$ cat src/rtl/sd_clk_rate_generator_if.sv
// sd_clk_rate_generator_if
// Bundles the rate-request handshake and the generated SD clock into one port.
//   master (register front end / line engines):
//     drives  start, mode, tran_speed, clk_en
//     reads   busy, ok, err, half_period, sd_clk, sd_clk_rise, sd_clk_fall
//   slave (sd_clk_rate_generator): the opposite directions.
interface sd_clk_rate_generator_if #(
    parameter int CNT_W = 16
) ();
    logic             start;
    logic             mode;
    logic [7:0]       tran_speed;
    logic             clk_en;
    logic             busy;
    logic             ok;
    logic             err;
    logic [CNT_W-1:0] half_period;
    logic             sd_clk;
    logic             sd_clk_rise;
    logic             sd_clk_fall;

    modport master (
        output start, mode, tran_speed, clk_en,
        input  busy, ok, err, half_period, sd_clk, sd_clk_rise, sd_clk_fall
    );

    modport slave (
        input  start, mode, tran_speed, clk_en,
        output busy, ok, err, half_period, sd_clk, sd_clk_rise, sd_clk_fall
    );
endinterface

$ cat src/rtl/sd_clk_rate_generator.sv
// sd_clk_rate_generator
// Turns a CSD TRAN_SPEED byte (or the fixed identification rate) into an SD
// clock half-period using a 32-step restoring divider, then generates a
// registered, gateable SD clock with one-cycle rise/fall strobes.
// Ports:
//   clk    system clock, all logic on its rising edge
//   reset  asynchronous, active-low reset
//   bus    slave side of sd_clk_rate_generator_if:
//          start/mode/tran_speed  rate request (start ignored while busy)
//          clk_en                 run (1) or park low (0) the SD clock
//          busy/ok/err            computation status and result pulses
//          half_period            accepted half-period in clk cycles
//          sd_clk, sd_clk_rise/fall  generated clock and edge strobes
module sd_clk_rate_generator #(
    parameter int SYS_CLK_HZ = 50_000_000,
    parameter int CNT_W      = 16,
    parameter int ID_RATE_HZ = 400_000
) (
    input  logic                    clk,
    input  logic                    reset,
    sd_clk_rate_generator_if.slave  bus
);

    localparam int               ID_HALF_INT = (SYS_CLK_HZ + 2 * ID_RATE_HZ - 1) / (2 * ID_RATE_HZ);
    localparam logic [CNT_W-1:0] ID_HALF     = CNT_W'(ID_HALF_INT);
    localparam logic [31:0]      DIVIDEND    = 32'(SYS_CLK_HZ);
    localparam logic [31:0]      ID_DIVISOR  = 32'(2 * ID_RATE_HZ);
    localparam logic [32:0]      HALF_MAX    = (33'd1 << CNT_W) - 33'd1;

    typedef enum logic [2:0] {
        S_IDLE,
        S_LOAD,
        S_DIV,
        S_CHECK,
        S_ACCEPT,
        S_ERR
    } state_t;

    // Mantissa codes scaled by 10; code 0 is reserved and returns 0.
    function automatic logic [31:0] mantissa_x10(input logic [3:0] code);
        logic [31:0] m;
        case (code)
            4'h1:    m = 32'd10;
            4'h2:    m = 32'd12;
            4'h3:    m = 32'd13;
            4'h4:    m = 32'd15;
            4'h5:    m = 32'd20;
            4'h6:    m = 32'd25;
            4'h7:    m = 32'd30;
            4'h8:    m = 32'd35;
            4'h9:    m = 32'd40;
            4'hA:    m = 32'd45;
            4'hB:    m = 32'd50;
            4'hC:    m = 32'd55;
            4'hD:    m = 32'd60;
            4'hE:    m = 32'd70;
            4'hF:    m = 32'd80;
            default: m = 32'd0;
        endcase
        return m;
    endfunction

    // Unit multiplier already divided by 10 to match the scaled mantissa.
    function automatic logic [31:0] unit_hz(input logic [1:0] code);
        logic [31:0] u;
        case (code)
            2'd0:    u = 32'd10_000;
            2'd1:    u = 32'd100_000;
            2'd2:    u = 32'd1_000_000;
            default: u = 32'd10_000_000;
        endcase
        return u;
    endfunction

    state_t           state_q, state_d;
    logic             mode_q, mode_d;
    logic [6:0]       speed_q, speed_d;
    logic [31:0]      divisor_q, divisor_d;
    logic [31:0]      quo_q, quo_d;
    logic [31:0]      rem_q, rem_d;
    logic [4:0]       iter_q, iter_d;
    logic [CNT_W-1:0] half_period_q, half_period_d;

    logic [CNT_W-1:0] pending_q, pending_d;
    logic             pending_valid_q, pending_valid_d;
    logic [CNT_W-1:0] cur_half_q, cur_half_d;
    logic [CNT_W-1:0] cnt_q, cnt_d;
    logic             sd_clk_q, sd_clk_d;
    logic             rise_q, rise_d;
    logic             fall_q, fall_d;

    logic             load_pending;
    logic [31:0]      mant_val;
    logic [31:0]      rate;
    logic [31:0]      rem_shift;
    logic [32:0]      rounded;

    // Request sequencer and divider datapath. ACCEPT/ERR behave like IDLE for
    // a new start so back-to-back requests lose no cycle.
    always_comb begin
        state_d       = state_q;
        mode_d        = mode_q;
        speed_d       = speed_q;
        divisor_d     = divisor_q;
        quo_d         = quo_q;
        rem_d         = rem_q;
        iter_d        = iter_q;
        half_period_d = half_period_q;
        load_pending  = 1'b0;
        mant_val      = mantissa_x10(speed_q[6:3]);
        rate          = mant_val * unit_hz(speed_q[1:0]);
        rem_shift     = {rem_q[30:0], quo_q[31]};
        rounded       = {1'b0, quo_q} + {32'd0, |rem_q};

        case (state_q)
            S_IDLE, S_ACCEPT, S_ERR: begin
                if (bus.start) begin
                    state_d = S_LOAD;
                    mode_d  = bus.mode;
                    speed_d = bus.tran_speed[6:0];
                end else begin
                    state_d = S_IDLE;
                end
            end
            S_LOAD: begin
                quo_d  = DIVIDEND;
                rem_d  = 32'd0;
                iter_d = 5'd0;
                if (!mode_q) begin
                    divisor_d = ID_DIVISOR;
                    state_d   = S_DIV;
                end else if (mant_val == 32'd0 || speed_q[2]) begin
                    state_d = S_ERR;
                end else begin
                    divisor_d = {rate[30:0], 1'b0};
                    state_d   = S_DIV;
                end
            end
            S_DIV: begin
                // One restoring step: shift the next dividend bit into the
                // remainder, subtract when it fits, record the quotient bit.
                if (rem_shift >= divisor_q) begin
                    rem_d = rem_shift - divisor_q;
                    quo_d = {quo_q[30:0], 1'b1};
                end else begin
                    rem_d = rem_shift;
                    quo_d = {quo_q[30:0], 1'b0};
                end
                iter_d = iter_q + 5'd1;
                if (iter_q == 5'd31) begin
                    state_d = S_CHECK;
                end
            end
            S_CHECK: begin
                // Rounding up keeps the delivered rate at or below the request.
                if (rounded > HALF_MAX) begin
                    state_d = S_ERR;
                end else begin
                    state_d       = S_ACCEPT;
                    half_period_d = rounded[CNT_W-1:0];
                    load_pending  = 1'b1;
                end
            end
            default: state_d = S_IDLE;
        endcase
    end

    always_ff @(posedge clk or negedge reset) begin
        if (!reset) begin
            state_q       <= S_IDLE;
            mode_q        <= 1'b0;
            speed_q       <= 7'd0;
            divisor_q     <= 32'd0;
            quo_q         <= 32'd0;
            rem_q         <= 32'd0;
            iter_q        <= 5'd0;
            half_period_q <= ID_HALF;
        end else begin
            state_q       <= state_d;
            mode_q        <= mode_d;
            speed_q       <= speed_d;
            divisor_q     <= divisor_d;
            quo_q         <= quo_d;
            rem_q         <= rem_d;
            iter_q        <= iter_d;
            half_period_q <= half_period_d;
        end
    end

    // Clock engine. A new half-period waits in pending until the next toggle
    // (or is taken at once while parked) so no phase is ever cut short.
    // The counter keeps running while sd_clk is high so a gated-off high
    // phase still completes before parking low.
    always_comb begin
        cnt_d           = cnt_q;
        sd_clk_d        = sd_clk_q;
        rise_d          = 1'b0;
        fall_d          = 1'b0;
        cur_half_d      = cur_half_q;
        pending_d       = pending_q;
        pending_valid_d = pending_valid_q;

        if (bus.clk_en || sd_clk_q) begin
            if (cnt_q == cur_half_q - CNT_W'(1)) begin
                sd_clk_d = ~sd_clk_q;
                cnt_d    = '0;
                rise_d   = ~sd_clk_q;
                fall_d   = sd_clk_q;
                if (pending_valid_q) begin
                    cur_half_d      = pending_q;
                    pending_valid_d = 1'b0;
                end
            end else begin
                cnt_d = cnt_q + CNT_W'(1);
            end
        end else begin
            cnt_d = '0;
            if (pending_valid_q) begin
                cur_half_d      = pending_q;
                pending_valid_d = 1'b0;
            end
        end

        if (load_pending) begin
            pending_d       = half_period_d;
            pending_valid_d = 1'b1;
        end
    end

    always_ff @(posedge clk or negedge reset) begin
        if (!reset) begin
            cnt_q           <= '0;
            sd_clk_q        <= 1'b0;
            rise_q          <= 1'b0;
            fall_q          <= 1'b0;
            cur_half_q      <= ID_HALF;
            pending_q       <= ID_HALF;
            pending_valid_q <= 1'b0;
        end else begin
            cnt_q           <= cnt_d;
            sd_clk_q        <= sd_clk_d;
            rise_q          <= rise_d;
            fall_q          <= fall_d;
            cur_half_q      <= cur_half_d;
            pending_q       <= pending_d;
            pending_valid_q <= pending_valid_d;
        end
    end

    // busy covers only the working states; it drops as ok/err rises.
    assign bus.busy        = (state_q == S_LOAD) || (state_q == S_DIV) || (state_q == S_CHECK);
    assign bus.ok          = (state_q == S_ACCEPT);
    assign bus.err         = (state_q == S_ERR);
    assign bus.half_period = half_period_q;
    assign bus.sd_clk      = sd_clk_q;
    assign bus.sd_clk_rise = rise_q;
    assign bus.sd_clk_fall = fall_q;

endmodule

$ cat src/flat_wrapper.sv
// flat-port wrapper written by rule: the top's interface ports become plain ports
module sd_clk_rate_generator_flat 
#(
    parameter int SYS_CLK_HZ = 50_000_000,
    parameter int CNT_W      = 16,
    parameter int ID_RATE_HZ = 400_000
)
  (clk, reset, bus_start, bus_mode, bus_tran_speed, bus_clk_en, bus_busy, bus_ok, bus_err, bus_half_period, bus_sd_clk, bus_sd_clk_rise, bus_sd_clk_fall);
  sd_clk_rate_generator_if #(.CNT_W(CNT_W)) bus_i ();
  input  logic clk;
  input  logic reset;
  input wire logic [$bits(bus_i.start)-1:0] bus_start;
  input wire logic [$bits(bus_i.mode)-1:0] bus_mode;
  input wire logic [$bits(bus_i.tran_speed)-1:0] bus_tran_speed;
  input wire logic [$bits(bus_i.clk_en)-1:0] bus_clk_en;
  output wire logic [$bits(bus_i.busy)-1:0] bus_busy;
  output wire logic [$bits(bus_i.ok)-1:0] bus_ok;
  output wire logic [$bits(bus_i.err)-1:0] bus_err;
  output wire logic [$bits(bus_i.half_period)-1:0] bus_half_period;
  output wire logic [$bits(bus_i.sd_clk)-1:0] bus_sd_clk;
  output wire logic [$bits(bus_i.sd_clk_rise)-1:0] bus_sd_clk_rise;
  output wire logic [$bits(bus_i.sd_clk_fall)-1:0] bus_sd_clk_fall;
  assign bus_i.start = bus_start;
  assign bus_i.mode = bus_mode;
  assign bus_i.tran_speed = bus_tran_speed;
  assign bus_i.clk_en = bus_clk_en;
  assign bus_busy = bus_i.busy;
  assign bus_ok = bus_i.ok;
  assign bus_err = bus_i.err;
  assign bus_half_period = bus_i.half_period;
  assign bus_sd_clk = bus_i.sd_clk;
  assign bus_sd_clk_rise = bus_i.sd_clk_rise;
  assign bus_sd_clk_fall = bus_i.sd_clk_fall;
  sd_clk_rate_generator #(.SYS_CLK_HZ(SYS_CLK_HZ), .CNT_W(CNT_W), .ID_RATE_HZ(ID_RATE_HZ)) u_core (.clk(clk), .reset(reset), .bus(bus_i));
endmodule
$ cat config.mk
export PLATFORM = sky130hd
export DESIGN_NAME = sd_clk_rate_generator_flat
export DESIGN_NICKNAME = d
export VERILOG_FILES = /design/src/rtl/sd_clk_rate_generator_if.sv /design/src/rtl/sd_clk_rate_generator.sv /design/src/flat_wrapper.sv
export SDC_FILE = /design/constraint.sdc
export NUM_CORES = 1
export LEC_CHECK = 0
export BUFFER_PORTS_ARGS = -buffer_cell sky130_fd_sc_hd__buf_2
export CORE_ASPECT_RATIO = 1.25
export CORE_UTILIZATION = 58
export CTS_BUF_LIST = sky130_fd_sc_hd__clkbuf_8
export CTS_CLUSTER_DIAMETER = 80
export DETAILED_ROUTE_END_ITERATION = 12
export MAX_ROUTING_LAYER = met4
export PLACE_DENSITY_LB_ADDON = 0.1
export SETUP_SLACK_MARGIN = 0.02
export SYNTH_ARGS = -nofsm -noshare
export SYNTH_HDL_FRONTEND = slang
export SYNTH_SLANG_ARGS = --single-unit
$ cat constraint.sdc
create_clock -name clk -period 16.9 [get_ports clk]
set_input_delay 1.69 -clock clk [delete_from_list [all_inputs] [get_ports clk]]
set_output_delay 1.69 -clock clk [all_outputs]
set_load 0.01 [all_outputs]
==> results of run 1 <==
## logic make-up after synthesis
group | count (synthesis) | share of synthesized area
compound gates | 298 | 0.133
simple gates | 392 | 0.135
buf+inv | 282 | 0.0728
flops | 175 | 0.299
xor+xnor | 95 | 0.0565
mux | 60 | 0.0456
fa+ha+maj | 264 | 0.258
## metal layers
metal / up-vias / share of wire
li1: 5398 / -
met2: 159 / 0.54
met4: 0 / 0.027
met5: - / 0
met3: 59 / 0.017
met1: 5214 / 0.42
## cells in the final DEF (no fill, tap or decap), drive strengths merged, types with 27 or more instances in the layout
cell type and n:
a21oi 67, and2 28, buf 43, dfrtp 157, fa 66, ha 198, inv 242, mux2 27
mux2i 33, nand2 98, nand3 44, nor2 93, o21ai 79, xnor2 44, xor2 51
## metrics by stage
step                      instances  cell area, µm²   util  hold slack, ns  setup slack [ns]
final                          1924           15600  0.630           0.471              8.93
after global placement         1892           15200  0.616           0.455              9.12
after global routing           1924           15600  0.630           0.490              8.61
after CTS                      1924           15600  0.630           0.476              8.95
after floorplan                1566           14700      -           0.447             10.08
after detailed placement       1892           15200  0.616           0.461              9.02
## how the worst max path moves through the flow
stage                                 start              endpoint  slack [ns]  cells after the start
after floorplan           u_core.speed_q[3]  u_core.divisor_q[30]       10.08                     26
after global placement    u_core.speed_q[3]  u_core.divisor_q[30]        9.12                     27
after detailed placement  u_core.speed_q[3]  u_core.divisor_q[30]        9.02                     27
after CTS                 u_core.speed_q[3]  u_core.divisor_q[30]        8.95                     27
after global routing      u_core.speed_q[3]  u_core.divisor_q[30]        8.61                     27
final                     u_core.speed_q[3]  u_core.divisor_q[30]        8.93                     27
## sequential cells by signal, indices dropped and copies added (netlist names), 3 cells and up
| register | cells |
|---|---|
| u_core.cnt_q | 16 |
| u_core.divisor_q | 27 |
| u_core.state_q | 3 |
| u_core.rem_q | 32 |
| u_core.speed_q | 7 |
| u_core.pending_q | 16 |
| u_core.cur_half_q | 16 |
| u_core.quo_q | 32 |
| u_core.iter_q | 5 |
| u_core.bus.half_period | 16 |
## layout make-up
class | count | area, µm² | area share
clock buffer | 18 | 248 | 0.0159
clock inverter | 14 | 108 | 0.00690
inverter | 235 | 882 | 0.0566
multi-input combinational | 1109 | 9290 | 0.596
sequential | 175 | 4400 | 0.282
tap | 330 | 413 | 0.0265
timing repair buffer | 43 | 246 | 0.0158
## worst max-delay path: stages (launching register included)
cell and delay, ns:
sky130_fd_sc_hd__dfrtp_1 0.51, sky130_fd_sc_hd__inv_1 0.19, sky130_fd_sc_hd__ha_1 0.23, sky130_fd_sc_hd__nand2b_1 0.10
sky130_fd_sc_hd__a31oi_1 0.41, sky130_fd_sc_hd__inv_1 0.19, sky130_fd_sc_hd__and2_1 0.31, sky130_fd_sc_hd__or2_2 0.38
sky130_fd_sc_hd__fa_1 0.51, sky130_fd_sc_hd__inv_1 0.06, sky130_fd_sc_hd__fa_1 0.48, sky130_fd_sc_hd__fa_1 0.54
sky130_fd_sc_hd__inv_1 0.04, sky130_fd_sc_hd__ha_1 0.29, sky130_fd_sc_hd__ha_1 0.32, sky130_fd_sc_hd__fa_1 0.54
sky130_fd_sc_hd__inv_1 0.06, sky130_fd_sc_hd__fa_1 0.53, sky130_fd_sc_hd__inv_1 0.04, sky130_fd_sc_hd__ha_1 0.36
sky130_fd_sc_hd__a211o_1 0.15, sky130_fd_sc_hd__o211ai_1 0.16, sky130_fd_sc_hd__a211oi_1 0.48, sky130_fd_sc_hd__o21ai_0 0.23
sky130_fd_sc_hd__a21oi_1 0.28, sky130_fd_sc_hd__a31oi_1 0.14, sky130_fd_sc_hd__xor2_1 0.16, sky130_fd_sc_hd__o31ai_1 0.20
==> run summary, run 1 <==
Clocking
* **TritonCTS Buffers** 17
* **quantity of gates resized following cts** 0
* **Post-CTS Setup Repair Bufs** 0
* **root buf cell** sky130_fd_sc_hd__clkbuf_8
* **number of buffers inserted for hold repair after clock tree synthesis** 0
* **CTS clock-pin slew for the worst setup and hold paths** 0.10 ns
* **deepest level of the CTS H-tree** 4
* **CTS tree** yes
* **maximum buffer depth of the clock tree** 2
* **clk_lat worst skew** 0.48 ns
* **Num Clock Sinks** 175

GRT
* **number of antenna violations at the first check in global routing** 0
* **met1 Usage GRT** 0.286
* **GRT Residual Overflow** 0
* **most used routing layer** met2
* **met2 usage in global routing** 0.457
* **met3 track utilization from global routing** 0.0268
* **pin count of the biggest net entering global routing** 102
* **total global routing track utilization** 0.254
* **via count of the first global-routing pass** 10400
* **wire length of the first global-routing pass** 50.5 mm

Drt
* **antenna violation net count after detailed routing** 0
* **DR iter-0 viols** 447
* **length of the first detailed-routing pass in iterations** 5
* **routed via count** 10800
* **number of vias per cell after detailed routing** 5.63
* **final wirelength** 30.8 mm
* **DRC violations left** 0
* **mean routed wirelength per cell** 16.0 µm

Timing
* **Hold Violations, Final** 0
* **total setup violations reported at the end of the flow** 0
* **RSZ-0062 raised after global routing** false
* **Tightest Pin Transition** 1.09 ns
* **final period utilization** 0.472
* **worst slew margin relative to its limit** 0.269
* **highest clock rate** 125 MHz
* **sum of negative setup slack** 0 ns
* **number of max-slew violations in the final report** 0
* **crit path time final** 7.97 ns
* **Setup Skew** 0.0136 ns

Placement
* **sum of net half-perimeters after detailed placement** 24.4 mm
* **final estimated routing congestion in global placement** 1.01
* **buffers added on ports** 33

Critical path
* **endpoint of the lowest-slack register-to-register path** u_core.divisor_q[30]
* **data arrival time of the worst path** 8.35 ns
* **critical path fanouts, max** 10
* **launching point of the worst reg2reg path** u_core.speed_q[3]
* **kind of start point of the critical path** flip-flop
* **classification of the worst setup path** reg2reg
* **worst reg2reg setup slack** 8.93 ns
* **number of cells on the worst reg-to-reg path** 27
* **data required time of the critical path** 17.28 ns
* **endpoint kind of the worst setup timing path** flip-flop

Layout
* **number of filler instances in the final layout** 2107
* **number of antenna cells inserted** 0
* **fraction of final layout cells with drive strength greater than 1** 0.0897
* **Layout area overhead** 5.82%
* **Final nets** 1858

Floorplan
* **# rows** 64
* **number of placed I/O pins** 35
* **die width** 145 µm
* **Die Area** 26000 µm²
* **Core Footprint** 24700 µm²
* **initial core utilization** 0.595
* **height of the die** 180 µm

Hold path
* **Worst Hold Launch** u_core.bus.half_period[3]
* **WHS Path Cells** 2
* **sink of the worst hold path** u_core.bus.half_period[3]
* **path category of the worst min-delay check** reg2reg

Job
* **Max-cap violations** 0

Synthesis
* **unique cell type count in the Yosys netlist** 71
* **number of enable flip-flop cells after synthesis** 0
* **cells after synthesis** 1566
* **number of warning messages in the yosys log** 0
* **top-count cell post-synth** sky130_fd_sc_hd__inv_1
* **post-synthesis instance area** 14700 µm²
* **ranking of synthesized cells by area** sky130_fd_sc_hd__dfrtp_1 27%, sky130_fd_sc_hd__ha_1 17%, sky130_fd_sc_hd__fa_1 9.0%, sky130_fd_sc_hd__inv_1 6.0%, sky130_fd_sc_hd__dfstp_2 3.2%
* **Most used DFF post-synth** sky130_fd_sc_hd__dfrtp_1
* **top post-synthesis cells by count** 235 x sky130_fd_sc_hd__inv_1, 198 x sky130_fd_sc_hd__ha_1, 157 x sky130_fd_sc_hd__dfrtp_1
* **share of synthesized area occupied by flip-flops and latches** 0.299
* **top cell type by total area after synthesis** sky130_fd_sc_hd__dfrtp_1
* **Yosys reg bits** 175
* **post-synth top area share** 0.267
* **synthesized netlist net count** 1843
* **average cell area after synthesis** 9.41 µm²
* **post-synthesis async set-or-reset flop share** 1.00

Status
* **run status** finished clean

Power of run 1 is not shown: default switching activity piles up to over one toggle a cycle in this logic, so the estimate is an artifact.
==> run 2: changes to the inputs <==
==> constraint.sdc (replaced) <==
create_clock -name clk -period 6.87 [get_ports clk]
set_input_delay 0.687 -clock clk [delete_from_list [all_inputs] [get_ports clk]]
set_output_delay 0.687 -clock clk [all_outputs]
set_load 0.01 [all_outputs]
==> run 2 against run 1 <==
Sequential cell count stayed put. Design area is 6.0% higher. Final cell count is 4.3% higher. Sequential share of layout area is 1.6 points lower. Worst hold slack worse by 0.36 ns. Die area stayed put. Critical path depth stayed put. Critical path type unchanged. Critical endpoint is now u_core.divisor_q[31].
==> run summary, run 2 (synthesized netlist as in run 1, its figures left out) <==
Drt
* **DRC violations left** 0
* **length of the first detailed-routing pass in iterations** 4
* **DR iter-0 viols** 491
* **antenna violation net count after detailed routing** 0
* **mean routed wirelength per cell** 16.2 µm
* **routed via count** 11300
* **number of vias per cell after detailed routing** 5.61
* **final wirelength** 32.4 mm

Critical path
* **endpoint kind of the worst setup timing path** flip-flop
* **Critical-path top delay cell** sky130_fd_sc_hd__fa_2
* **number of cells on the worst reg-to-reg path** 27
* **critical path fanouts, max** 9
* **data arrival time of the worst path** 7.04 ns
* **CP dominant cell by count** sky130_fd_sc_hd__buf_4
* **launching point of the worst reg2reg path** u_core.speed_q[4]
* **origin of the worst setup path** u_core.speed_q[4]
* **worst stage delay on the critical path** 0.57 ns
* **kind of start point of the critical path** flip-flop
* **data required time of the critical path** 7.23 ns
* **classification of the worst setup path** reg2reg

Clocking
* **Num Clock Sinks** 175
* **root buf cell** sky130_fd_sc_hd__clkbuf_8
* **CTS clock-pin slew for the worst setup and hold paths** 0.10 ns
* **TritonCTS Buffers** 17
* **maximum buffer depth of the clock tree** 2
* **CTS tree** yes
* **clk_lat worst skew** 0.48 ns
* **deepest level of the CTS H-tree** 4

Layout
* **area used by multi-input combinational logic** 9580 µm²
* **number of antenna cells inserted** 0
* **number of standard cells in the layout, taps in and fillers out** 2006
* **Layout area overhead** 12.2%
* **commonest non-fill, non-tap cells in the layout** 234 x sky130_fd_sc_hd__inv_1, 183 x sky130_fd_sc_hd__ha_1, 157 x sky130_fd_sc_hd__dfrtp_1, 96 x sky130_fd_sc_hd__nand2_1, 91 x sky130_fd_sc_hd__nor2_1
* **largest registers** u_core.quo_q (32), u_core.rem_q (32), u_core.divisor_q (27)
* **number of filler instances in the final layout** 1971
* **flip-flop and latch area** 4400 µm²
* **Final nets** 1940
* **most common library cell in the layout ignoring fill and taps** sky130_fd_sc_hd__inv_1
* **Util after Layout** 0.668
* **fraction of final layout cells with drive strength greater than 1** 0.161

GRT
* **GRT Residual Overflow** 0
* **wire length of the first global-routing pass** 54.1 mm
* **total global routing track utilization** 0.271
* **pin count of the biggest net entering global routing** 74
* **number of antenna violations at the first check in global routing** 0
* **via count of the first global-routing pass** 11400

Placement
* **worst setup timing slack at the placement stage** -0.246 ns
* **sum of net half-perimeters after detailed placement** 25.8 mm
* **buffers added on ports** 33
* **final estimated routing congestion in global placement** 0.971
* **cell count after placement** 1968

Timing
* **Hold Violations, Final** 0
* **final period utilization** 0.972
* **Setup Skew** 0.0174 ns
* **number of max-slew violations in the final report** 0
* **highest clock rate** 150 MHz
* **sum of negative setup slack** 0 ns
* **min setup slack post-route** 0.191 ns
* **Tightest Pin Transition** 1.14 ns
* **total setup violations reported at the end of the flow** 0
* **RSZ-0062 raised after global routing** true
* **crit path time final** 6.68 ns
* **worst slew margin relative to its limit** 0.237

Floorplan
* **initial core utilization** 0.595
* **# rows** 64
* **height of the die** 180 µm
* **Die Area** 26000 µm²
* **Core Footprint** 24700 µm²
* **die width** 145 µm
* **number of placed I/O pins** 35

Status
* **run status** finished clean

Hold path
* **path category of the worst min-delay check** in2async

Job
* **Max-cap violations** 0

[run 2: cell count changes in the layout (fill, tap and decap cells not counted), moves of 3 or more]
| cell | change |
|---|---|
| sky130_fd_sc_hd__fa_1 | -4 |
| sky130_fd_sc_hd__ha_1 | -15 |
| sky130_fd_sc_hd__ha_2 | +4 |
| sky130_fd_sc_hd__buf_4 | +80 |
| sky130_fd_sc_hd__a21oi_1 | -6 |
| sky130_fd_sc_hd__a21oi_2 | +5 |
| sky130_fd_sc_hd__ha_4 | +11 |
| sky130_fd_sc_hd__and2_1 | -3 |
| sky130_fd_sc_hd__clkinvlp_4 | -3 |
| sky130_fd_sc_hd__fa_2 | +4 |
[run 2: cell type report]
cell class | instances | area share
clock buffer | 18 | 0.0150
clock inverter | 14 | 0.00787
inverter | 235 | 0.0534
multi-input combinational | 1109 | 0.580
sequential | 175 | 0.266
tap | 330 | 0.0250
timing repair buffer | 125 | 0.0526
[run 2: timing repair]
| action | in CTS | in global routing |
|---|---|---|
| pin swaps | 16 | 31 |
| setup buffers | 3 | 3 |
| cloned | 0 | 0 |
| hold buffers | 0 | 0 |
| gates resized for setup | 24 | 32 |
| endpoints found under the setup margin | 8 | 15 |
[run 2: final timing paths]
kind / slack, ns / end
worst min register to register: 0.48 / u_core.bus.half_period[5]
worst max-delay path: 0.19 / u_core.divisor_q[31]
min in group clk: 0.41 / u_core.speed_q[1]
max in group asynchronous: 5.50 / u_core.divisor_q[10]
worst min-delay path: 0.11 / u_core.cnt_q[10]
worst max register to register: 0.19 / u_core.divisor_q[31]
[run 2: per-layer routing]
metal	up-vias	track usage	share of wire
met3	62	0.0327	0.023
met4	0	0.139	0.047
met5	-	-	0
met1	5438	0.290	0.40
met2	199	0.482	0.53
li1	5559	-	-
[run 2: worst max-delay path: cells and delay by family (launching register included)]
kind                       cells  cell delay, ns
adders and majority gates      8            3.22
AOI/OAI and AO/OA              7            1.33
buffers and inverters          8            0.96
and+or+nand+nor                4            0.64
DFF                            1            0.40
[run 2: stage by stage]
stage	hold WS (ns)	cell area, µm²
after global routing	0.129	16500
final	0.114	16500
after floorplan	0.391	14700
after global placement	0.456	15800
after CTS	0.100	16300
after detailed placement	0.460	15800
Power of run 2 is left out for the same reason.
==> run 3: changes to the inputs <==
==> constraint.sdc (replaced) <==
create_clock -name clk -period 7.7 [get_ports clk]
set_input_delay 0.77 -clock clk [delete_from_list [all_inputs] [get_ports clk]]
set_output_delay 0.77 -clock clk [all_outputs]
set_load 0.01 [all_outputs]
==> run 3 against run 2 <==
Sequential cell count is the same. Non-clock buffer count fell by 62. Final cell count shrank 3.1%. Clock skew increased by 0.0023 ns. Critical path depth is the same. Maximum frequency decreased by 9.5%. Routed wire length shrank 5.6%.
==> run summary, run 3 (synthesized netlist as in run 1, its figures left out) <==
Clocking
* **quantity of gates resized following cts** 0
* **TritonCTS Buffers** 17
* **Post-CTS Setup Repair Bufs** 0
* **CTS clock-pin slew for the worst setup and hold paths** 0.10 ns
* **number of buffers inserted for hold repair after clock tree synthesis** 0
* **maximum buffer depth of the clock tree** 2
* **root buf cell** sky130_fd_sc_hd__clkbuf_8
* **deepest level of the CTS H-tree** 4
* **clk_lat worst skew** 0.47 ns
* **Num Clock Sinks** 175
* **CTS tree** yes

Drt
* **final wirelength** 30.6 mm
* **DR iter-0 viols** 481
* **routed via count** 10900
* **number of vias per cell after detailed routing** 5.60
* **antenna violation net count after detailed routing** 0
* **mean routed wirelength per cell** 15.8 µm
* **DRC violations left** 0
* **length of the first detailed-routing pass in iterations** 5

Timing
* **final period utilization** 0.959
* **RSZ-0062 raised after global routing** false
* **highest clock rate** 135 MHz
* **Hold Violations, Final** 0
* **Setup Skew** 0.0197 ns
* **number of max-slew violations in the final report** 0
* **Hold WS** 0.382 ns
* **sum of negative setup slack** 0 ns
* **crit path time final** 7.38 ns
* **Tightest Pin Transition** 1.03 ns
* **total setup violations reported at the end of the flow** 0
* **worst slew margin relative to its limit** 0.311

Layout
* **Final nets** 1878
* **fraction of final layout cells with drive strength greater than 1** 0.0985
* **number of antenna cells inserted** 0
* **largest registers** u_core.quo_q (32), u_core.rem_q (32), u_core.divisor_q (27)
* **most common library cell in the layout ignoring fill and taps** sky130_fd_sc_hd__inv_1
* **commonest non-fill, non-tap cells in the layout** 240 x sky130_fd_sc_hd__inv_1, 198 x sky130_fd_sc_hd__ha_1, 157 x sky130_fd_sc_hd__dfrtp_1, 96 x sky130_fd_sc_hd__nand2_1, 92 x sky130_fd_sc_hd__nor2_1
* **number of filler instances in the final layout** 2115
* **Layout area overhead** 7.10%

Floorplan
* **# rows** 64
* **Core Footprint** 24700 µm²
* **die width** 145 µm
* **initial core utilization** 0.595
* **number of placed I/O pins** 35
* **Die Area** 26000 µm²
* **height of the die** 180 µm

GRT
* **pin count of the biggest net entering global routing** 102
* **GRT Residual Overflow** 0
* **via count of the first global-routing pass** 10700
* **total global routing track utilization** 0.254
* **wire length of the first global-routing pass** 50.8 mm
* **number of antenna violations at the first check in global routing** 0

Critical path
* **endpoint of the lowest-slack register-to-register path** u_core.divisor_q[30]
* **origin of the worst setup path** u_core.speed_q[3]
* **capturing instance or port of the critical path** u_core.divisor_q[30]
* **classification of the worst setup path** reg2reg
* **worst reg2reg setup slack** 0.32 ns
* **data required time of the critical path** 8.06 ns
* **endpoint kind of the worst setup timing path** flip-flop
* **launching point of the worst reg2reg path** u_core.speed_q[3]
* **data arrival time of the worst path** 7.75 ns
* **critical path fanouts, max** 6
* **kind of start point of the critical path** flip-flop
* **number of cells on the worst reg-to-reg path** 27

Placement
* **sum of net half-perimeters after detailed placement** 24.6 mm
* **final estimated routing congestion in global placement** 1.00
* **buffers added on ports** 33

Status
* **run status** finished clean

Job
* **Max-cap violations** 0

Hold path
* **path category of the worst min-delay check** in2async

[run 3: cell count changes in the layout (fill, tap and decap cells not counted), moves of 5 or more]
cell and delta:
sky130_fd_sc_hd__ha_1 +15, sky130_fd_sc_hd__inv_6 -5, sky130_fd_sc_hd__a21oi_1 +6, sky130_fd_sc_hd__inv_1 +6, sky130_fd_sc_hd__a21oi_2 -5, sky130_fd_sc_hd__buf_4 -60
sky130_fd_sc_hd__ha_4 -11
[run 3: how the worst min path moves through the flow]
stage | start | endpoint | slack (ns) | cells after the start
floorplan | u_core.pending_q[3] | u_core.pending_q[3] | 0.45 | 2
global placement | u_core.bus.half_period[3] | u_core.bus.half_period[3] | 0.46 | 2
detailed placement | u_core.bus.half_period[3] | u_core.bus.half_period[3] | 0.46 | 2
CTS | reset | u_core.bus.sd_clk_fall | 0.41 | 1
global route | reset | u_core.bus.sd_clk_fall | 0.47 | 1
finish | reset | u_core.bus.sd_clk_fall | 0.38 | 1
[run 3: critical path: stages (launching register included)]
cell and delay, ns:
sky130_fd_sc_hd__dfrtp_1 0.39, sky130_fd_sc_hd__inv_1 0.14, sky130_fd_sc_hd__ha_1 0.22, sky130_fd_sc_hd__nand2b_1 0.09, sky130_fd_sc_hd__a31oi_1 0.36, sky130_fd_sc_hd__inv_1 0.20, sky130_fd_sc_hd__and2_1 0.22, sky130_fd_sc_hd__or2_2 0.33
sky130_fd_sc_hd__fa_1 0.51, sky130_fd_sc_hd__inv_1 0.05, sky130_fd_sc_hd__fa_1 0.48, sky130_fd_sc_hd__fa_1 0.55, sky130_fd_sc_hd__inv_1 0.04, sky130_fd_sc_hd__ha_1 0.28, sky130_fd_sc_hd__ha_1 0.32, sky130_fd_sc_hd__fa_1 0.53
sky130_fd_sc_hd__inv_1 0.05, sky130_fd_sc_hd__fa_1 0.52, sky130_fd_sc_hd__inv_1 0.04, sky130_fd_sc_hd__ha_1 0.31, sky130_fd_sc_hd__a211o_1 0.13, sky130_fd_sc_hd__o211ai_1 0.11, sky130_fd_sc_hd__a211oi_1 0.43, sky130_fd_sc_hd__o21ai_0 0.25
sky130_fd_sc_hd__a21oi_1 0.22, sky130_fd_sc_hd__a31oi_1 0.12, sky130_fd_sc_hd__xor2_1 0.15, sky130_fd_sc_hd__o31ai_1 0.20
[run 3: per-stage QoR]
stage	std cells	setup WS (ns)	utilization	area, µm²
finish	1944	0.318	0.638	15800
global route	1944	0.0232	0.638	15800
CTS	1944	0.347	0.638	15800
detailed placement	1912	0.397	0.622	15400
global placement	1912	0.519	0.622	15400
floorplan	1566	0.882	-	14700
[run 3: area by class of cell]
type                            instances  area [µm²]  area share
Sequential cell                       175        4400       0.279
Clock buffer                           17         234      0.0148
Clock inverter                         15         160      0.0102
Multi-Input combinational cell       1109        9290       0.589
Tap cell                              330         413      0.0262
Inverter                              235         882      0.0559
Timing Repair Buffer                   63         397      0.0251
[run 3: routing by layer]
layer | share of wire | GRT usage | up-vias
li1 | - | - | 5443
met1 | 0.41 | 0.282 | 5225
met2 | 0.53 | 0.458 | 158
met3 | 0.018 | 0.0231 | 52
met4 | 0.034 | 0.101 | 0
met5 | 0 | - | -
Power of run 3 is left out for the same reason.
